[config.mk]
export PLATFORM = sky130hd
export DESIGN_NAME = fpu_pipe_ctrl_flat
export DESIGN_NICKNAME = d
export VERILOG_FILES = /design/src/rtl/fpu_pipe_pkg.sv /design/src/rtl/fpu_pipe_ctrl_if.sv /design/src/rtl/fpu_pipe_stage.sv /design/src/rtl/fpu_pipe_ctrl.sv /design/src/flat_wrapper.sv
export SDC_FILE = /design/constraint.sdc
export NUM_CORES = 1
export LEC_CHECK = 0
export ABC_AREA = 0
export BUFFER_PORTS_ARGS = -buffer_cell sky130_fd_sc_hd__buf_4
export CAP_MARGIN = 20
export CORE_AREA = 2 2 132 134
export CTS_BUF_LIST = sky130_fd_sc_hd__clkbuf_8
export CTS_CLUSTER_SIZE = 28
export DETAILED_ROUTE_END_ITERATION = 7
export DIE_AREA = 0 0 134 136
export MAX_ROUTING_LAYER = met4
export PLACE_DENSITY_LB_ADDON = 0.15
export SLEW_MARGIN = 40
export SYNTH_ARGS = -nofsm -noshare
export SYNTH_HDL_FRONTEND = slang
export SYNTH_HIERARCHICAL = 1
export SYNTH_SLANG_ARGS = --single-unit
[constraint.sdc]
create_clock -name clk -period 10.5 [get_ports clk]
set_input_delay 1.05 -clock clk [delete_from_list [all_inputs] [get_ports clk]]
set_output_delay 1.05 -clock clk [all_outputs]
set_load 0.03 [all_outputs]
[src/rtl/fpu_pipe_pkg.sv]
// Shared constants for the FPU pipeline controller: opcode bit positions,
// opcode class masks, flag bit positions and the supported latency range.
package fpu_pipe_pkg;

  localparam int OP_FADD    = 0;
  localparam int OP_FSUB    = 1;
  localparam int OP_FMUL    = 2;
  localparam int OP_FCVT_W  = 3;
  localparam int OP_FCVT_WU = 4;
  localparam int OP_FEQ     = 5;
  localparam int OP_FLT     = 6;
  localparam int OP_FLE     = 7;
  localparam int OP_FCLASS  = 8;
  localparam int OP_FMV_X   = 9;
  localparam int OP_FCVT_PW = 10;
  localparam int OP_FCVT_PU = 11;
  localparam int OP_FMADD   = 12;
  localparam int OP_FMSUB   = 13;
  localparam int OP_FMIN    = 14;
  localparam int OP_FMAX    = 15;
  localparam int OP_FNMSUB  = 16;
  localparam int OP_FNMADD  = 17;
  localparam int OP_FSGNJ   = 18;
  localparam int OP_FSGNJN  = 19;
  localparam int OP_FSGNJX  = 20;
  localparam int OP_FABS    = 21;
  localparam int OP_FNEG    = 22;
  localparam int OP_SIGN    = 23;

  localparam int FL_NV = 4;
  localparam int FL_DZ = 3;
  localparam int FL_OF = 2;
  localparam int FL_UF = 1;
  localparam int FL_NX = 0;

  localparam int LAT_MIN = 1;
  localparam int LAT_MAX = 4;

  localparam logic [23:0] MASK_FMA  = (24'd1 << OP_FADD)   | (24'd1 << OP_FSUB)   |
                                      (24'd1 << OP_FMUL)   | (24'd1 << OP_FMADD)  |
                                      (24'd1 << OP_FMSUB)  | (24'd1 << OP_FNMSUB) |
                                      (24'd1 << OP_FNMADD);
  localparam logic [23:0] MASK_INT  = (24'd1 << OP_FCVT_W) | (24'd1 << OP_FCVT_WU) |
                                      (24'd1 << OP_FEQ)    | (24'd1 << OP_FLT)     |
                                      (24'd1 << OP_FLE)    | (24'd1 << OP_FCLASS);
  localparam logic [23:0] MASK_MVX  = (24'd1 << OP_FMV_X);
  localparam logic [23:0] MASK_CVTF = (24'd1 << OP_FCVT_PW) | (24'd1 << OP_FCVT_PU);

  typedef enum logic [2:0] {
    CLS_BAD,
    CLS_FMA,
    CLS_INT,
    CLS_MVX,
    CLS_CVTF,
    CLS_FPO
  } res_cls_e;

endpackage

[src/rtl/fpu_pipe_ctrl_if.sv]
// Request, datapath and result signals of the FPU pipeline controller.
// The slave modport is the controller; master is the surrounding core.
interface fpu_pipe_ctrl_if #(
  parameter int W   = 16,
  parameter int OPW = 24
);
  logic           in_valid;
  logic           in_ready;
  logic [OPW-1:0] in_op;
  logic [2:0]     in_frm;
  logic [W-1:0]   in_a;
  logic [W-1:0]   in_b;
  logic [W-1:0]   in_c;
  logic [31:0]    in_int;

  logic [W-1:0]   dp_a;
  logic [W-1:0]   dp_b;
  logic [W-1:0]   dp_c;
  logic [OPW-1:0] dp_op;
  logic [2:0]     dp_frm;
  logic [31:0]    dp_int;
  logic [W-1:0]   dp_fp_res;
  logic [31:0]    dp_int_res;
  logic [4:0]     dp_flags;
  logic           dp_exc;

  logic           out_valid;
  logic           out_ready;
  logic [W-1:0]   out_fp;
  logic [31:0]    out_rd;
  logic [4:0]     out_flags;

  logic [4:0]     fflags;
  logic           fflags_clr;
  logic           irq_en;
  logic           irq;

  modport master (
    output in_valid, in_op, in_frm, in_a, in_b, in_c, in_int,
    output dp_fp_res, dp_int_res, dp_flags, dp_exc,
    output out_ready, fflags_clr, irq_en,
    input  in_ready, dp_a, dp_b, dp_c, dp_op, dp_frm, dp_int,
    input  out_valid, out_fp, out_rd, out_flags, fflags, irq
  );

  modport slave (
    input  in_valid, in_op, in_frm, in_a, in_b, in_c, in_int,
    input  dp_fp_res, dp_int_res, dp_flags, dp_exc,
    input  out_ready, fflags_clr, irq_en,
    output in_ready, dp_a, dp_b, dp_c, dp_op, dp_frm, dp_int,
    output out_valid, out_fp, out_rd, out_flags, fflags, irq
  );
endinterface

[src/rtl/fpu_pipe_stage.sv]
// One result pipeline stage: valid bit with reset plus an enable-gated payload.
module fpu_pipe_stage #(
  parameter int PW = 54
) (
  input  logic          clk,
  input  logic          rst,
  input  logic          i_en,
  input  logic          i_vld,
  input  logic [PW-1:0] i_data,
  output logic          o_vld,
  output logic [PW-1:0] o_data
);
  logic          r_vld;
  logic [PW-1:0] r_data;

  always_ff @(posedge clk) begin
    if (rst) begin
      r_vld <= 1'b0;
    end else if (i_en) begin
      r_vld <= i_vld;
    end
  end

  // Payload only moves with a valid beat; consumers gate it with o_vld.
  always_ff @(posedge clk) begin
    if (i_en && i_vld) begin
      r_data <= i_data;
    end
  end

  assign o_vld  = r_vld;
  assign o_data = r_data;
endmodule

[src/rtl/fpu_pipe_ctrl.sv]
// Scalar FPU pipeline controller: registers operands for the datapath,
// formats its results per opcode class and tracks sticky flags and the irq.
module fpu_pipe_ctrl
  import fpu_pipe_pkg::*;
#(
  parameter int W   = 16,
  parameter int LAT = 2,
  parameter int OPW = 24
) (
  input logic           clk,
  input logic           rst,
  fpu_pipe_ctrl_if.slave bus
);
  localparam int NSTG = (LAT < LAT_MIN) ? LAT_MIN : ((LAT > LAT_MAX) ? LAT_MAX : LAT);
  localparam int LAST = NSTG - 1;
  localparam int PW   = W + 32 + 5 + 1;

  localparam logic [OPW-1:0] M_FMA  = OPW'(MASK_FMA);
  localparam logic [OPW-1:0] M_INT  = OPW'(MASK_INT);
  localparam logic [OPW-1:0] M_MVX  = OPW'(MASK_MVX);
  localparam logic [OPW-1:0] M_CVTF = OPW'(MASK_CVTF);

  logic           w_adv;
  logic           w_out_vld;
  logic           w_out_hs;
  logic [PW-1:0]  w_out_pay;
  logic [W-1:0]   w_out_fp;
  logic [31:0]    w_out_rd;
  logic [4:0]     w_out_flags;
  logic           w_out_exc;

  logic           r_vld_p0;
  logic [OPW-1:0] r_op_p0;
  logic [2:0]     r_frm_p0;
  logic [W-1:0]   r_a_p0;
  logic [W-1:0]   r_b_p0;
  logic [W-1:0]   r_c_p0;
  logic [31:0]    r_int_p0;

  res_cls_e       w_cls;
  logic [W-1:0]   w_res_fp;
  logic [31:0]    w_res_rd;
  logic [4:0]     w_res_flags;
  logic           w_res_exc;

  logic           w_vld [NSTG];
  logic [PW-1:0]  w_pay [NSTG];

  logic [4:0]     r_fflags;
  logic           r_irq;

  function automatic res_cls_e classify(input logic [OPW-1:0] op);
    if (!$onehot(op))     return CLS_BAD;
    if (|(op & M_FMA))    return CLS_FMA;
    if (|(op & M_INT))    return CLS_INT;
    if (|(op & M_MVX))    return CLS_MVX;
    if (|(op & M_CVTF))   return CLS_CVTF;
    return CLS_FPO;
  endfunction

  assign w_adv        = ~w_out_vld | bus.out_ready;
  assign bus.in_ready = w_adv;

  // ---- stage 0: operand registers feeding the datapath ----
  always_ff @(posedge clk) begin
    if (rst) begin
      r_vld_p0 <= 1'b0;
      r_op_p0  <= '0;
      r_frm_p0 <= '0;
      r_a_p0   <= '0;
      r_b_p0   <= '0;
      r_c_p0   <= '0;
      r_int_p0 <= '0;
    end else if (w_adv) begin
      r_vld_p0 <= bus.in_valid;
      if (bus.in_valid) begin
        r_op_p0  <= bus.in_op;
        r_frm_p0 <= bus.in_frm;
        r_a_p0   <= bus.in_a;
        r_b_p0   <= bus.in_b;
        r_c_p0   <= bus.in_c;
        r_int_p0 <= bus.in_int;
      end
    end
  end

  assign bus.dp_a   = r_a_p0;
  assign bus.dp_b   = r_b_p0;
  assign bus.dp_c   = r_c_p0;
  assign bus.dp_op  = r_op_p0;
  assign bus.dp_frm = r_frm_p0;
  assign bus.dp_int = r_int_p0;

  // Malformed opcodes win over dp_exc: the datapath result is meaningless then.
  always_comb begin
    w_cls       = classify(r_op_p0);
    w_res_fp    = '0;
    w_res_rd    = '0;
    w_res_flags = '0;
    w_res_exc   = 1'b0;
    if (w_cls == CLS_BAD) begin
      w_res_flags[FL_NV] = 1'b1;
    end else if (bus.dp_exc) begin
      w_res_exc          = 1'b1;
      w_res_fp           = bus.dp_fp_res;
      w_res_rd           = 32'(bus.dp_fp_res);
      w_res_flags[FL_NV] = bus.dp_flags[FL_NV];
      w_res_flags[FL_DZ] = bus.dp_flags[FL_DZ];
    end else begin
      unique case (w_cls)
        CLS_FMA: begin
          w_res_fp         = bus.dp_fp_res;
          w_res_flags[2:0] = bus.dp_flags[2:0];
        end
        CLS_INT: begin
          w_res_rd           = bus.dp_int_res;
          w_res_flags[FL_NV] = bus.dp_flags[FL_NV];
          w_res_flags[FL_NX] = bus.dp_flags[FL_NX];
        end
        CLS_MVX: begin
          w_res_fp = bus.dp_fp_res;
          w_res_rd = bus.dp_int_res;
        end
        CLS_CVTF: begin
          w_res_fp           = bus.dp_fp_res;
          w_res_flags[FL_NV] = bus.dp_flags[FL_NV];
          w_res_flags[FL_NX] = bus.dp_flags[FL_NX];
        end
        default: begin
          w_res_fp = bus.dp_fp_res;
        end
      endcase
    end
  end

  assign w_vld[0] = r_vld_p0;
  assign w_pay[0] = {w_res_exc, w_res_flags, w_res_rd, w_res_fp};

  // ---- stages 1..LAT-1: formatted result registers ----
  for (genvar k = 1; k < NSTG; k++) begin : g_stage
    fpu_pipe_stage #(.PW(PW)) u_stage (
      .clk    (clk),
      .rst    (rst),
      .i_en   (w_adv),
      .i_vld  (w_vld[k-1]),
      .i_data (w_pay[k-1]),
      .o_vld  (w_vld[k]),
      .o_data (w_pay[k])
    );
  end

  assign w_out_vld   = w_vld[LAST];
  assign w_out_pay   = w_out_vld ? w_pay[LAST] : '0;
  assign w_out_fp    = w_out_pay[W-1:0];
  assign w_out_rd    = w_out_pay[W+31:W];
  assign w_out_flags = w_out_pay[W+36:W+32];
  assign w_out_exc   = w_out_pay[W+37];
  assign w_out_hs    = w_out_vld & bus.out_ready;

  // ---- output: sticky flags and exception interrupt ----
  always_ff @(posedge clk) begin
    if (rst) begin
      r_fflags <= '0;
      r_irq    <= 1'b0;
    end else begin
      r_fflags <= (bus.fflags_clr ? 5'b0 : r_fflags) | (w_out_hs ? w_out_flags : 5'b0);
      r_irq    <= (r_irq & ~bus.fflags_clr) | (w_out_hs & w_out_exc & bus.irq_en);
    end
  end

  assign bus.out_valid = w_out_vld;
  assign bus.out_fp    = w_out_fp;
  assign bus.out_rd    = w_out_rd;
  assign bus.out_flags = w_out_flags;
  assign bus.fflags    = r_fflags;
  assign bus.irq       = r_irq;
endmodule

[src/flat_wrapper.sv]
// flat-port wrapper written by rule: the top's interface ports become plain ports
module fpu_pipe_ctrl_flat import fpu_pipe_pkg::*;
#(
  parameter int W   = 16,
  parameter int LAT = 2,
  parameter int OPW = 24
)
  (clk, rst, bus_in_valid, bus_in_op, bus_in_frm, bus_in_a, bus_in_b, bus_in_c, bus_in_int, bus_dp_fp_res, bus_dp_int_res, bus_dp_flags, bus_dp_exc, bus_out_ready, bus_fflags_clr, bus_irq_en, bus_in_ready, bus_dp_a, bus_dp_b, bus_dp_c, bus_dp_op, bus_dp_frm, bus_dp_int, bus_out_valid, bus_out_fp, bus_out_rd, bus_out_flags, bus_fflags, bus_irq);
  fpu_pipe_ctrl_if #(.W(W), .OPW(OPW)) bus_i ();
  input logic clk;
  input logic rst;
  input wire logic [$bits(bus_i.in_valid)-1:0] bus_in_valid;
  input wire logic [$bits(bus_i.in_op)-1:0] bus_in_op;
  input wire logic [$bits(bus_i.in_frm)-1:0] bus_in_frm;
  input wire logic [$bits(bus_i.in_a)-1:0] bus_in_a;
  input wire logic [$bits(bus_i.in_b)-1:0] bus_in_b;
  input wire logic [$bits(bus_i.in_c)-1:0] bus_in_c;
  input wire logic [$bits(bus_i.in_int)-1:0] bus_in_int;
  input wire logic [$bits(bus_i.dp_fp_res)-1:0] bus_dp_fp_res;
  input wire logic [$bits(bus_i.dp_int_res)-1:0] bus_dp_int_res;
  input wire logic [$bits(bus_i.dp_flags)-1:0] bus_dp_flags;
  input wire logic [$bits(bus_i.dp_exc)-1:0] bus_dp_exc;
  input wire logic [$bits(bus_i.out_ready)-1:0] bus_out_ready;
  input wire logic [$bits(bus_i.fflags_clr)-1:0] bus_fflags_clr;
  input wire logic [$bits(bus_i.irq_en)-1:0] bus_irq_en;
  output wire logic [$bits(bus_i.in_ready)-1:0] bus_in_ready;
  output wire logic [$bits(bus_i.dp_a)-1:0] bus_dp_a;
  output wire logic [$bits(bus_i.dp_b)-1:0] bus_dp_b;
  output wire logic [$bits(bus_i.dp_c)-1:0] bus_dp_c;
  output wire logic [$bits(bus_i.dp_op)-1:0] bus_dp_op;
  output wire logic [$bits(bus_i.dp_frm)-1:0] bus_dp_frm;
  output wire logic [$bits(bus_i.dp_int)-1:0] bus_dp_int;
  output wire logic [$bits(bus_i.out_valid)-1:0] bus_out_valid;
  output wire logic [$bits(bus_i.out_fp)-1:0] bus_out_fp;
  output wire logic [$bits(bus_i.out_rd)-1:0] bus_out_rd;
  output wire logic [$bits(bus_i.out_flags)-1:0] bus_out_flags;
  output wire logic [$bits(bus_i.fflags)-1:0] bus_fflags;
  output wire logic [$bits(bus_i.irq)-1:0] bus_irq;
  assign bus_i.in_valid = bus_in_valid;
  assign bus_i.in_op = bus_in_op;
  assign bus_i.in_frm = bus_in_frm;
  assign bus_i.in_a = bus_in_a;
  assign bus_i.in_b = bus_in_b;
  assign bus_i.in_c = bus_in_c;
  assign bus_i.in_int = bus_in_int;
  assign bus_i.dp_fp_res = bus_dp_fp_res;
  assign bus_i.dp_int_res = bus_dp_int_res;
  assign bus_i.dp_flags = bus_dp_flags;
  assign bus_i.dp_exc = bus_dp_exc;
  assign bus_i.out_ready = bus_out_ready;
  assign bus_i.fflags_clr = bus_fflags_clr;
  assign bus_i.irq_en = bus_irq_en;
  assign bus_in_ready = bus_i.in_ready;
  assign bus_dp_a = bus_i.dp_a;
  assign bus_dp_b = bus_i.dp_b;
  assign bus_dp_c = bus_i.dp_c;
  assign bus_dp_op = bus_i.dp_op;
  assign bus_dp_frm = bus_i.dp_frm;
  assign bus_dp_int = bus_i.dp_int;
  assign bus_out_valid = bus_i.out_valid;
  assign bus_out_fp = bus_i.out_fp;
  assign bus_out_rd = bus_i.out_rd;
  assign bus_out_flags = bus_i.out_flags;
  assign bus_fflags = bus_i.fflags;
  assign bus_irq = bus_i.irq;
  fpu_pipe_ctrl #(.W(W), .LAT(LAT), .OPW(OPW)) u_core (.clk(clk), .rst(rst), .bus(bus_i));
endmodule
==> results.md, run 1 <==
- The final max-slew violation count was 0.
- The hold buffer count at cts is 0.
- When the netlist entered floorplanning its net count stood at about 980.
- STA classifies the critical path startpoint as a flop.
- The number of global-route vias before repair came to 5867.
- The most repeated library cell on the critical path is fa_1.
- The share of the Yosys chip area taken by registers is 54.88%.
- The width of the die is 134 um.
- The highest cell delay on the worst timing path is 0.68 ns.
- The mapped netlist covers 7149 um2.
- Leaving out fill and tap cells, the most frequent cell in the layout is buf_4.
- The maximum level of the CTS H-tree is 4.
- Buffers added to address setup during post-CTS repair amount to 0.
- The layout-stage area growth over the synthesis result is 41.83%.
- The largest total area in the synthesized netlist belongs to dfxtp_1.
- The distinct cell type count of the synthesized netlist is 33.
- The sort of element at the end of the critical path is a flop.
- The transition time at the pin with the least slew margin is between 0.7 and 0.8 ns.
- The post-cts repair resize count is 0.
- The count of final setup violators is 0.
- The first detailed-routing pass ran for 5 iterations.
- The count of buffers added on input and output ports is 334.
- The path category of the worst min-delay check is flop to flop.
- The share of final-layout standard cells stronger than drive strength 1 is between 30% and 40%.
- At the worst endpoint, the arrival time is around 5.5 ns.
- In this run, the number of DRC markers left after iteration 0 of detailed routing was 342.
- The worst register-to-register path has a depth of 15.
- The core region is 16880 um2.
- Based on the critical path, the design can be clocked at up to ~0.19 GHz.
- The via density per instance is between 4 and 5.
- For this run, design rule violations remaining after detail routing come to 0.
- The signal on the critical path passes through inv_1, fa_1, inv_1, fa_1, fa_1, fa_1, inv_1, fa_1, inv_1, ha_1, fa_1, and2_1, a21oi_1, or2_1, nor3_1.
- The total number of placement rows is 48.
- The instance count of the mapped netlist is ~790.
- The tree is rooted in a clkbuf_8.
- The deepest clock path buffer count is 2.
- For this run, global-route usage on met3 was measured as 6.711%.
- After filler insertion, the fill cell instance count of the layout stands at 1549.
- The power density relative to cell area is about 170 nW/um2.
- Wires add up to ~20000 um.
- After the last flow step, the layout net total stands at around 1300.
- The routability congestion estimate is 0.7825.
- The worst clock skew is 0.01360 ns.
- TritonCTS built the clock tree.
- Once layout is done, the placed cells without fillers occupy between 10000 and 15000 um2.
- The total via count after detailed routing is about 6300.
- On the critical path the largest part of the delay comes from adder cells.
- The warning count from the yosys run is 6.
- The analysis attributes to cell leakage a power of around 0.0046 uW.
- The clock buffer count from CTS is 17.
- The share of the clock period used by the worst path is 50.75%.
- The initial antenna violation count is 1.
- The global routing met1 resource utilization is 25.91%.
- After synthesis, the largest area contributor takes up about a third of total cell area.
- The number of hold violations in the final report is 0.
- The number of max-cap violations is 0.
- The initial core utilization is a little over two fifths.
- The critical path depth in cells is 15.
- The average size of a mapped cell is 9.096 um2.
- The setup TNS after final layout is 0 ns.
- The wire length per cell after detailed routing is 15.11 um.
- The largest voltage drop on the vdd net is ~0.000084 V.
- The clock transition at the registers of the reported paths is 0.08 ns.
- After layout, the design draws a total of 1716 uW.
- Summed over all layers, the global routing overflow is 0.
- The tree built by TritonCTS fans out to ~170 sinks.
- The wire length of the first global-routing pass is approximately 30000 um.
- In this run the tightest slew margin relative to its limit is 47.94%.
- The flow ran to the end, and the final reports show no timing, DRC or antenna violations.
- Sorting the synthesized cells by area gives the leading types as dfxtp_1 32%, edfxtp_1 23%, nand2_1 12%.
- The highest fanout seen on the critical path is 20.
- The clock period could shrink to 5.329 ns.
- In this run the vertical extent of the chip is between 100 and 150 um.
- The category of the most critical setup path is flop to flop.
- Counting both buffers and inverters, the worst setup path holds a total of 4.
- Summing all placed instances gives a cell area of 9756 um2.
- For met2 alone, demand over resource in global routing was approximately 36%.
- The layer flagged by global routing as most heavily used is met2.
- The residual antenna-violating net count after detailed routing is 0.
- The largest net degree at the start of global routing is 93.
- The slowest stage of the critical path belongs to the cell or2_1.
- Data on the critical path is required at its endpoint by 10.66 ns.
- The top cell types in the final layout, fill and taps aside, are 338 x buf_4, 232 x nand2_1, 126 x a21oi_1, 115 x dfxtp_1, 72 x and2_1.
- Setup repair after global routing left no endpoint under its margin.
- The clock network latency to the later pin of the worst-skew pair is 0.45 ns.
- The cell depth of the worst hold path is 2.
- The total die area is 18220 um2.
- The number of placed I/O pins is 335.
- Synthesis inferred 169 register bits.
- Global routing used about 22% of the available tracks.
- The sum of net half-perimeters after detailed placement is 14310 um.
## tightest hold or removal path: stages (launching register included)
cell and delay [ns]:
dfxtp_1 0.32, nand2_1 0.05, a21oi_1 0.05
## metrics by stage
stage          setup slack, ns  cells  utilization [%]  hold slack, ns
2_1_floorplan            5.437    786                -          0.4709
3_3_place_gp             5.265   1297            57.77          0.4419
3_5_place_dp             5.157   1297            57.81          0.4466
4_1_cts                  5.124   1328            60.07          0.4587
5_1_grt                  4.961   1329            60.08          0.4731
6_report                 5.171   1329            60.08          0.4576
## power breakdown
part	internal, uW	leakage [uW]	switching, uW	total (uW)
clock network	212	0.000195	243	456
registers	750	0.00144	22.5	772
logic	183	0.00298	305	488
total	1150	0.00461	571	1720
## synth_stat cells
cell type  number
nand2_1       233
a21oi_1       126
dfxtp_1       115
and2_1         73
edfxtp_1       54
clkbuf_1       40
inv_1          36
and3_1         17
fa_1           17
nand3_1        16
nor2_1         12
buf_2           9
ha_1            7
a22oi_1         5
nor3_1          4
buf_6           3
nand3b_1        3
a211oi_4        1
a221o_1         1
a32oi_1         1
and2_2          1
and2_4          1
and4bb_1        1
buf_4           1
mux2i_1         1
nand2_2         1
nand2b_1        1
nand3_2         1
nor4_2          1
nor4_4          1
o211ai_1        1
o21ai_0         1
or2_1           1
## flip-flops by register name, indices dropped and copies added (netlist names), 3 cells and up
signal,flops
u_core/bus.dp_op,24
u_core/bus.fflags,5
u_core/bus.dp_int,32
u_core/bus.dp_a,16
u_core/g_stage.u_stage/o_data,54
u_core/bus.dp_frm,3
u_core/bus.dp_b,16
u_core/bus.dp_c,16
## kinds of logic (layout without fill, tap and decap cells)
family                   Yosys count  count (layout)  synth area share [%]
AO/OA/AOI/OAI                    136             136                 10.06
other                              0               1                     0
multiplexers                       1               1                0.1400
buffers and inverters             89             406                 5.198
AND/OR/NAND/NOR                  367             367                 23.73
adder cells (fa/ha/maj)           24              24                 5.985
flip-flops                       169             169                 54.88
## final timing paths
| check | to | slack [ns] | startpoint |
|---|---|---|---|
| max | u_core/g_stage[1].u_stage/o_data[50] | 5.17 | u_core/bus.dp_op[5] |
| min | u_core/bus.dp_c[4] | 0.46 | u_core/bus.dp_c[4] |
| max reg2reg | u_core/g_stage[1].u_stage/o_data[50] | 5.17 | u_core/bus.dp_op[5] |
| min reg2reg | u_core/bus.dp_c[4] | 0.46 | u_core/bus.dp_c[4] |
## per-layer routing
| metal | vias to the layer above | wire length [um] |
|---|---|---|
| li1 | 3159 | - |
| met1 | 2844 | 8291 |
| met2 | 229 | 9872 |
| met3 | 20 | 1551 |
| met4 | 0 | 369 |
| met5 | - | 0 |
## cell type report
class / count / area (um2) / share of cell area (%)
sequential: 169 / 3924 / 38.70
multi-input combinational: 528 / 2867 / 28.27
antenna: 1 / 2.502 / 0.02468
inverter: 36 / 135.1 / 1.333
clock inverter: 14 / 147.6 / 1.456
clock buffer: 17 / 234.0 / 2.308
tap: 225 / 281.5 / 2.776
timing repair buffer: 339 / 2549 / 25.14
(Power assumes the default switching activity.)
==> inputs of run 2 (changes only) <==
--- a/config.mk
+++ b/config.mk
@@ -5,14 +5,13 @@
 export SDC_FILE = /design/constraint.sdc
 export NUM_CORES = 1
 export LEC_CHECK = 0
-export ABC_AREA = 0
+export ABC_AREA = 1
 export BUFFER_PORTS_ARGS = -buffer_cell sky130_fd_sc_hd__buf_4
 export CAP_MARGIN = 20
-export CORE_AREA = 2 2 132 134
+export CORE_UTILIZATION = 44
 export CTS_BUF_LIST = sky130_fd_sc_hd__clkbuf_8
 export CTS_CLUSTER_SIZE = 28
 export DETAILED_ROUTE_END_ITERATION = 7
-export DIE_AREA = 0 0 134 136
 export MAX_ROUTING_LAYER = met4
 export PLACE_DENSITY_LB_ADDON = 0.15
 export SLEW_MARGIN = 40
==> constraint.sdc (replaced) <==
create_clock -name clk -period 4.47 [get_ports clk]
set_input_delay 0.447 -clock clk [delete_from_list [all_inputs] [get_ports clk]]
set_output_delay 0.447 -clock clk [all_outputs]
set_load 0.03 [all_outputs]
==> results.md, run 2 <==
- The worst clock skew came to 0.01181 ns (was 0.01360 ns).
- The launching instance or port of the critical path was u_core/bus.dp_op[11] (was u_core/bus.dp_op[5]).
- The area used by multi-input combinational logic is 2859 um2 (was 2867 um2).
- The number of nets in the final layout is 1437 (was 1282).
- The leading cell type by number of instances after synthesis is nand2_1 (unchanged).
- The sequential share of power is 40.0% (was 45.0%).
- The layout-stage area growth over the synthesis result is 44.53% (was 41.83%).
- The final critical path time including I/O delays and setup is 4.621 ns (was 5.329 ns).
- The reg-to-reg startpoint is u_core/bus.dp_op[11] (was u_core/bus.dp_op[5]).
- The aggregate global-route resource usage is 24.31% (was 22.11%).
- The average size of a mapped cell came to 8.195 um2 (was 9.096 um2).
- The total number of placement rows is 47 (was 48).
- RSZ-0062 raised after global routing: yes (was no).
- The most repeated library cell on the critical path is fa_1 (unchanged).
- The slowest cell on the critical path is fa_1 (was or2_1).
- The count of non-filler cells in the finished layout is 1480 (was 1329).
- The most heavily used metal layer in global routing is met2 (unchanged).
- The width of the die is 132.4 um (was 134 um).
- The category of the most critical setup path is flop to flop (unchanged).
- Most used cells in the layout excluding fill and tap cells: 354 x buf_4, 328 x nand2_1, 129 x inv_1, 116 x a21oi_1, 102 x dfxtp_1 (was 338 x buf_4, 232 x nand2_1, 126 x a21oi_1, 115 x dfxtp_1, 72 x and2_1).
- The synthesized net count is 1104 (was 977).
- The cell family with the largest share of critical-path delay is adder cells (unchanged).
- The clock buffer count from CTS is 17 (unchanged).
- The clock transition at the registers of the reported paths came to 0.10 ns (was 0.08 ns).
- The largest voltage drop on the vdd net is 0.0002545 V (was 0.00008418 V).
- The setup TNS after final layout is -5.324 ns (was 0 ns).
- The startpoint kind of the worst setup timing path is a flop (unchanged).
- The arrival time reported for the critical path endpoint was 4.82 ns (was 5.49 ns).
- Ordered cell list for the critical path: fa_1, inv_1, fa_1, inv_1, fa_1, fa_1, inv_1, fa_1, inv_1, ha_2, fa_1, inv_2, nand3_2, nor2_4, nand3_4, nor2_8, buf_12, a21oi_1 (was inv_1, fa_1, inv_1, fa_1, fa_1, fa_1, inv_1, fa_1, inv_1, ha_1, fa_1, and2_1, a21oi_1, or2_1, nor3_1).
- The number of filler cells placed in the layout is 1455 (was 1549).
- The chip height came to 132.4 um (was 136 um).
- The distinct cell type count of the synthesized netlist is 27 (was 33).
- The worst hold slack is 0.2308 ns (was 0.4576 ns).
- The worst endpoint required time is 4.67 ns (was 10.66 ns).
- The final worst setup slack was -0.1514 ns (was 5.171 ns).
- The number of cells traversed by the worst register-to-register path is 18 (was 15).
- The top cell type by total area after synthesis is dfxtp_1 (unchanged).
- The async set-or-reset flop fraction in the synthesized netlist came to 0% (unchanged).
- The most common cell after layout, fill and taps aside is buf_4 (unchanged).
- The source of the worst hold timing path is bus_in_op[21] (was u_core/bus.dp_c[4]).
- The dominant synthesized flop cell was dfxtp_1 (unchanged).
- Dominant cells by area after synthesis: dfxtp_1 31%, edfxtp_1 22%, nand2_1 16% (was dfxtp_1 32%, edfxtp_1 23%, nand2_1 12%).
- The number of hold violations in the final report is 0 (unchanged).
- The count of routing violations after the opening detailed-route iteration is 341 (was 342).
- The critical path depth in cells is 18 (was 15).
- The final max-slew violation count is 0 (unchanged).
- Top cells by count, synth: 328 x nand2_1, 132 x inv_1, 116 x a21oi_1, 115 x dfxtp_1, 54 x edfxtp_1 (was 233 x nand2_1, 126 x a21oi_1, 115 x dfxtp_1, 73 x and2_1, 54 x edfxtp_1).
- The total grt overflow is 0 (unchanged).
- The path category of the worst min-delay check was primary input to flop (was flop to flop).
- The clock network latency to the later pin of the worst-skew pair is 0.46 ns (was 0.45 ns).
- The number of placed I/O pins is 335 (unchanged).
- The met2 track demand over resource in global routing was 39.65% (was 36.41%).
- The cell area after synthesis is 7482 um2 (was 7149 um2).
- The via density per instance was 4.623 (was 4.704).
- The fraction of power spent switching nets was 36.09% (was 33.25%).
- The maximum level of the CTS H-tree was 4 (unchanged).
- The checks that failed: negative setup slack.
- The total instance count after detailed placement came to 1445 (was 1297).
- The number of global-route vias before repair came to 6583 (was 5867).
- The wire length of the first global-routing pass is 32350 um (was 30340 um).
- The CTS tree is done (unchanged).
- The highest fanout seen on the critical path is 8 (was 20).
- The placeable core area came to 16580 um2 (was 16880 um2).
- The power density relative to cell area is 421.6 nW/um2 (was 169.3 nW/um2).
- The highest clock rate is 0.2164 GHz (was 0.1877 GHz).
- The flip-flop count of the largest register, all copies and words added is 54 (unchanged).
- The total via count after detailed routing came to 6842 (was 6252).
- The combinational share of power was 36.9% (was 28.4%).
- The cell-internal power is 2914 uW (was 1146 uW).
- The area share of the largest cell type after synthesis is 30.77% (was 32.20%).
- The total die area was 17530 um2 (was 18220 um2).
- The relative slew slack is 52.88% (was 47.94%).
- The highest cell delay on the worst timing path is 0.52 ns (was 0.68 ns).
- The largest net degree at the start of global routing is 89 (was 93).
- The number of max-cap violations came to 0 (unchanged).
- The number of clock sinks is 169 (unchanged).
- The residual antenna-violating net count after detailed routing was 0 (unchanged).
- The final wirelength is 20560 um (was 20080 um).
- The wire length per cell after detailed routing is 13.89 um (was 15.11 um).
- The sort of element at the end of the critical path is a flop (unchanged).
- The cell depth of the worst hold path is 3 (was 2).
- The reported leakage power was 0.005530 uW (was 0.004614 uW).
- The switching power summed over all nets is 1645 uW (was 570.7 uW).
- The transition time at the pin with the least slew margin is 0.7067 ns (was 0.7810 ns).
- The count of final setup violators is 48 (was 0).
- The count of buffers inserted at the top-level ports came to 334 (unchanged).
- The clock group share of total power is 23.1% (was 26.6%).
- The number of iterations in the first detailed-routing pass was 5 (unchanged).
- The global routing met1 resource utilization is 28.49% (was 25.91%).
- The instance count of the mapped netlist was 913 (was 786).
- The initial core utilization is 45.12% (was 42.36%).
- The warning count from the yosys run is 6 (unchanged).
- The clock root buffer is clkbuf_8 (unchanged).
- The number of enable-type register cells in the synthesized netlist came to 54 (unchanged).
- The post-synthesis register bit count is 169 (unchanged).
- The sum of net half-perimeters after detailed placement is 14780 um (was 14310 um).
- The share of final-layout standard cells stronger than drive strength 1 is 35.11% (was 34.54%).
- The initial antenna violation count is 1 (unchanged).
- Result of the run: complete, but fails checks (was finished, final reports clean).
- The deepest clock path buffer count is 2 (unchanged).
- The number of buffer and inverter stages on the critical path is 6 (was 4).
- The share of the clock period used by the worst path is 103.4% (was 50.75%).
- The total area of sequential cells came to 3948 um2 (was 3924 um2).
- The met3 usage in global routing came to 6.459% (was 6.711%).
- The routability congestion estimate is 0.8330 (was 0.7825).
- The number of DRC violations after detailed routing is 0 (unchanged).
- The portion of the post-synthesis area used by sequential elements was 52.44% (was 54.88%).
==> run 2: logic make-up after synthesis <==
family / Yosys count / synth area share [%]
and+or+nand+nor: 403 / 22.26
buffers and inverters: 184 / 10.12
DFF: 169 / 52.44
AOI/OAI and AO/OA: 133 / 9.465
adders and majority gates: 24 / 5.719
==> run 2: area by class of cell <==
type	count	share of cell area (%)
Sequential cell	169	36.50
Multi-Input combinational cell	560	26.44
Timing Repair Buffer	363	26.00
Inverter	134	4.848
Tap cell	220	2.545
Clock buffer	17	2.164
Clock inverter	15	1.331
Timing Repair inverter	1	0.1504
Antenna cell	1	0.02314
==> run 2: final timing paths <==
kind,to,slack [ns]
min,u_core/bus.dp_op[21],0.23
min reg2reg,u_core/bus.dp_c[5],0.47
max,u_core/g_stage[1].u_stage/o_data[11],-0.15
max reg2reg,u_core/g_stage[1].u_stage/o_data[11],-0.15
==> run 2: metal layers <==
layer  routed length, um  up-vias  share of wire [%]
met4                 515        0                2.5
met5                   0        -                  0
li1                    -     3471                  -
met1                8301     3077                 40
met2               10170      258                 49
met3                1574       36                7.7
==> run 2: per-stage QoR <==
step | utilization, % | instance area, um2 | total power (uW) | setup WS [ns]
floorplan | - | 7523 | 2898 | -0.1388
global placement | 62.25 | 10320 | 3412 | -0.1176
detailed placement | 62.28 | 10330 | 3446 | -0.1343
CTS | 65.01 | 10780 | 4536 | -0.1184
global route | 65.21 | 10810 | 4855 | -0.3723
finish | 65.21 | 10810 | 4559 | -0.1514
==> run 2: what timing repair did <==
item,in CTS,in global routing
hold buffers,0,0
gates resized for setup,14,9
endpoints found under the setup margin,52,54
pin swaps,1,1
setup buffers,1,0
cloned,1,0
==> run 2: power groups by stage <==
stage / combinational [uW] / sequential, uW / clock, uW
finish: 1680 / 1830 / 1050
global route: 1870 / 1840 / 1150
CTS: 1620 / 1830 / 1090
detailed placement: 1590 / 1860 / 0
global placement: 1550 / 1860 / 0
floorplan: 927 / 1970 / 0
==> run 2: worst reg2reg max path, delay by kind of cell, from the launching register on <==
family	cells	cell delay (ns)
AOI/OAI and AO/OA	1	0.07
DFF	1	0.34
buffers and inverters	6	0.40
and+or+nand+nor	4	0.49
adders and majority gates	7	3.07
==> inputs of run 3 (changes only) <==
--- a/config.mk
+++ b/config.mk
@@ -7,11 +7,11 @@
 export LEC_CHECK = 0
 export ABC_AREA = 1
 export BUFFER_PORTS_ARGS = -buffer_cell sky130_fd_sc_hd__buf_4
-export CAP_MARGIN = 20
-export CORE_UTILIZATION = 44
+export CORE_AREA = 2 2 131 133
 export CTS_BUF_LIST = sky130_fd_sc_hd__clkbuf_8
 export CTS_CLUSTER_SIZE = 28
 export DETAILED_ROUTE_END_ITERATION = 7
+export DIE_AREA = 0 0 133 135
 export MAX_ROUTING_LAYER = met4
 export PLACE_DENSITY_LB_ADDON = 0.15
 export SLEW_MARGIN = 40
==> constraint.sdc (replaced) <==
create_clock -name clk -period 4.7 [get_ports clk]
set_input_delay 0.47 -clock clk [delete_from_list [all_inputs] [get_ports clk]]
set_output_delay 0.47 -clock clk [all_outputs]
set_load 0.03 [all_outputs]
==> results.md, run 3 (synthesis gave the netlist of run 2 again) <==
- The aggregate global-route resource usage came to 24.26% (was 24.31%).
- The placeable core area came to 16410 um2 (was 16580 um2).
- The final max-slew violation count came to 0 (unchanged).
- The count of routing violations after the opening detailed-route iteration came to 417 (was 341).
- The transition time at the pin with the least slew margin is 0.7181 ns (was 0.7067 ns).
- The number of buffer and inverter stages on the critical path came to 7 (was 6).
- The highest clock rate came to 0.2126 GHz (was 0.2164 GHz).
- The met3 usage in global routing was 7.020% (was 6.459%).
- The total die area is 17960 um2 (was 17530 um2).
- The total instance count after detailed placement is 1435 (was 1445).
- The layout-stage area growth over the synthesis result was 45.55% (was 44.53%).
- The final worst setup slack was -0.003296 ns (was -0.1514 ns).
- The final instance area was 10890 um2 (was 10810 um2).
- RSZ-0062 raised after global routing: yes (unchanged).
- The chip height is 135 um (was 132.4 um).
- The count of non-filler cells in the finished layout came to 1475 (was 1480).
- The slowest cell on the critical path is fa_1 (unchanged).
- The highest cell delay on the worst timing path is 0.56 ns (was 0.52 ns).
- The most repeated library cell on the critical path is fa_1 (unchanged).
- The clock group share of total power is 25.1% (was 23.1%).
- The setup TNS after final layout is -0.005896 ns (was -5.324 ns).
- The hold buffer count at cts is 0 (unchanged).
- The met2 track demand over resource in global routing is 40.67% (was 39.65%).
- The CTS tree is done (unchanged).
- The sum of net half-perimeters after detailed placement came to 15190 um (was 14780 um).
- The number of nets in the final layout is 1433 (was 1437).
- The wire length per cell after detailed routing is 14.48 um (was 13.89 um).
- Result of the run: complete, but fails checks (unchanged).
- The routability congestion estimate is 0.8241 (was 0.8330).
- The path category of the worst min-delay check is primary input to flop (unchanged).
- Violated checks: negative setup slack (unchanged).
- The startpoint kind of the worst setup timing path is a flop (unchanged).
- The cell-internal power is 2942 uW (was 2914 uW).
- The total area of sequential cells is 3940 um2 (was 3948 um2).
- The reported leakage power is 0.005546 uW (was 0.005530 uW).
- The total grt overflow was 0 (unchanged).
- The category of the most critical setup path is flop to flop (unchanged).
- The count of final setup violators is 3 (was 48).
- Most used cells in the layout excluding fill and tap cells: 346 x buf_4, 327 x nand2_1, 127 x inv_1, 113 x a21oi_1, 106 x dfxtp_1 (was 354 x buf_4, 328 x nand2_1, 129 x inv_1, 116 x a21oi_1, 102 x dfxtp_1).
- The clock transition at the registers of the reported paths was 0.10 ns (about the same).
- The area used by multi-input combinational logic is 2893 um2 (was 2859 um2).
- The number of max-cap violations is 0 (unchanged).
- The number of clock sinks is 169 (unchanged).
- The share of the clock period used by the worst path is 100.1% (was 103.4%).
- The maximum level of the CTS H-tree is 4 (unchanged).
- The wire length of the first global-routing pass is 33130 um (was 32350 um).
- Ordered cell list for the critical path: fa_1, inv_2, fa_1, inv_2, fa_1, fa_1, inv_1, fa_1, inv_2, ha_4, fa_2, inv_2, nand3_2, nor2_4, nand3_4, nor2_8, buf_12, buf_16, a21oi_1 (was fa_1, inv_1, fa_1, inv_1, fa_1, fa_1, inv_1, fa_1, inv_1, ha_2, fa_1, inv_2, nand3_2, nor2_4, nand3_4, nor2_8, buf_12, a21oi_1).
- The number of DRC violations after detailed routing is 0 (unchanged).
- The fraction of power spent switching nets is 34.64% (was 36.09%).
- The reg-to-reg critical path endpoint is u_core/g_stage[1].u_stage/o_data[4] (was u_core/g_stage[1].u_stage/o_data[11]).
- The clock buffer count from CTS is 17 (unchanged).
- The number of antenna repair diodes is 0 (was 1).
- The power density relative to cell area is 413.3 nW/um2 (was 421.6 nW/um2).
- The residual antenna-violating net count after detailed routing came to 0 (unchanged).
- The count of buffers inserted at the top-level ports is 334 (unchanged).
- The final wirelength is 21370 um (was 20560 um).
- The number of hold violations in the final report came to 0 (unchanged).
- The standard cell area after detailed placement is 10240 um2 (was 10330 um2).
- The deepest clock path buffer count came to 2 (unchanged).
- The worst reg-to-reg setup slack came to -0.003 ns (was -0.15 ns).
- The total number of placement rows was 47 (unchanged).
- The flip-flop count of the largest register, all copies and words added is 54 (unchanged).
- The number of iterations in the first detailed-routing pass is 4 (was 5).
- The switching power summed over all nets came to 1559 uW (was 1645 uW).
- The worst clock skew came to 0.01523 ns (was 0.01181 ns).
- The end of the critical path is u_core/g_stage[1].u_stage/o_data[4] (was u_core/g_stage[1].u_stage/o_data[11]).
- The global routing met1 resource utilization was 27.59% (was 28.49%).
- The arrival time reported for the critical path endpoint was 4.90 ns (was 4.82 ns).
- The cell family with the largest share of critical-path delay is adder cells (unchanged).
- The sort of element at the end of the critical path is a flop (unchanged).
- The number of cells traversed by the worst register-to-register path is 19 (was 18).
- The reg-to-reg startpoint is u_core/bus.dp_op[11] (unchanged).
- The initial antenna violation count came to 0 (was 1).
- The sequential share of power is 38.6% (was 40.0%).
- The combinational share of power is 36.3% (was 36.9%).
- The final critical path time including I/O delays and setup came to 4.703 ns (was 4.621 ns).
- The critical path depth in cells is 19 (was 18).
- The worst hold slack is 0.2496 ns (was 0.2308 ns).
- The most heavily used metal layer in global routing is met2 (unchanged).
- The highest fanout seen on the critical path is 7 (was 8).
- The width of the die is 133 um (was 132.4 um).
- The number of placed I/O pins is 335 (unchanged).
- The number of global-route vias before repair came to 6562 (was 6583).
- The number of filler cells placed in the layout was 1449 (was 1455).
- The relative slew slack came to 52.13% (was 52.88%).
- The initial core utilization was 45.60% (was 45.12%).
- The worst endpoint required time came to 4.90 ns (was 4.67 ns).
- The largest voltage drop on the vdd net is 0.0002961 V (was 0.0002545 V).
- The clock network latency to the later pin of the worst-skew pair is 0.46 ns (about the same).
- The via density per instance came to 4.619 (was 4.623).
- The total via count after detailed routing came to 6813 (was 6842).
- The clock root buffer is clkbuf_8 (unchanged).
- The largest net degree at the start of global routing was 92 (was 89).
- The most common cell after layout, fill and taps aside was buf_4 (unchanged).
- The post-layout total power is 4502 uW (was 4559 uW).
- The cell depth of the worst hold path was 3 (unchanged).
- The launching instance or port of the critical path is u_core/bus.dp_op[11] (unchanged).
- The share of final-layout standard cells stronger than drive strength 1 came to 35.22% (was 35.11%).
## run 3: cell types whose count changed in the layout (fill, tap and decap cells not counted), sizes merged
| cell | change |
|---|---|
| clkbuf | +1 |
| inv | -4 |
| buf | -4 |
| diode | -1 |
| bufinv | +3 |
## run 3: cell type report
cell class / instances / area share [%]
clock buffer: 17 / 2.148
inverter: 134 / 4.688
timing repair buffer: 360 / 26.06
tap: 220 / 2.528
multi-input combinational: 560 / 26.56
clock inverter: 15 / 1.838
sequential: 169 / 36.18
## run 3: worst min-delay path by stage
stage / startpoint / endpoint / slack [ns]
after CTS: bus_in_a[1] / u_core/bus.dp_a[1] / 0.22
after global routing: bus_in_b[6] / u_core/bus.dp_b[6] / 0.22
after detailed placement: u_core/bus.dp_c[8] / u_core/bus.dp_c[8] / 0.46
after global placement: u_core/bus.dp_c[3] / u_core/bus.dp_c[3] / 0.45
after floorplan: u_core/r_vld_p0 / u_core/r_vld_p0 / 0.46
final: bus_in_b[9] / u_core/bus.dp_b[9] / 0.25
## run 3: per-stage QoR
stage	utilization [%]	setup WS [ns]
after floorplan	-	0.004798
after global placement	62.37	-0.04910
after detailed placement	62.39	-0.09620
after CTS	65.65	-0.03830
after global routing	66.38	-0.2097
final	66.38	-0.003296
## run 3: timing repair
item | CTS | global route
resized for setup | 4 | 31
buffers inserted | 6 | 2
pin swaps | 2 | 1
gates cloned | 1 | 1
setup endpoints to repair | 34 | 53
hold endpoints to repair | 0 | 0
## run 3: metal layers
layer  up-vias  wire [um]
met1      3084       8573
met3        37       1549
li1       3460          -
met5         -          0
met2       232      10760
met4         0        485
## run 3: power groups by stage
stage | registers (uW) | logic [uW] | clock network, uW
after CTS | 1740 | 1560 | 1160
final | 1740 | 1630 | 1130
after global routing | 1750 | 1800 | 1210
after floorplan | 1870 | 857 | 0
after detailed placement | 1770 | 1450 | 0
after global placement | 1770 | 1410 | 0
## run 3: tightest hold or removal path, stage by stage
cell,delay (ns)
buf_4,0.11
nand2_1,0.05
a21oi_1,0.05
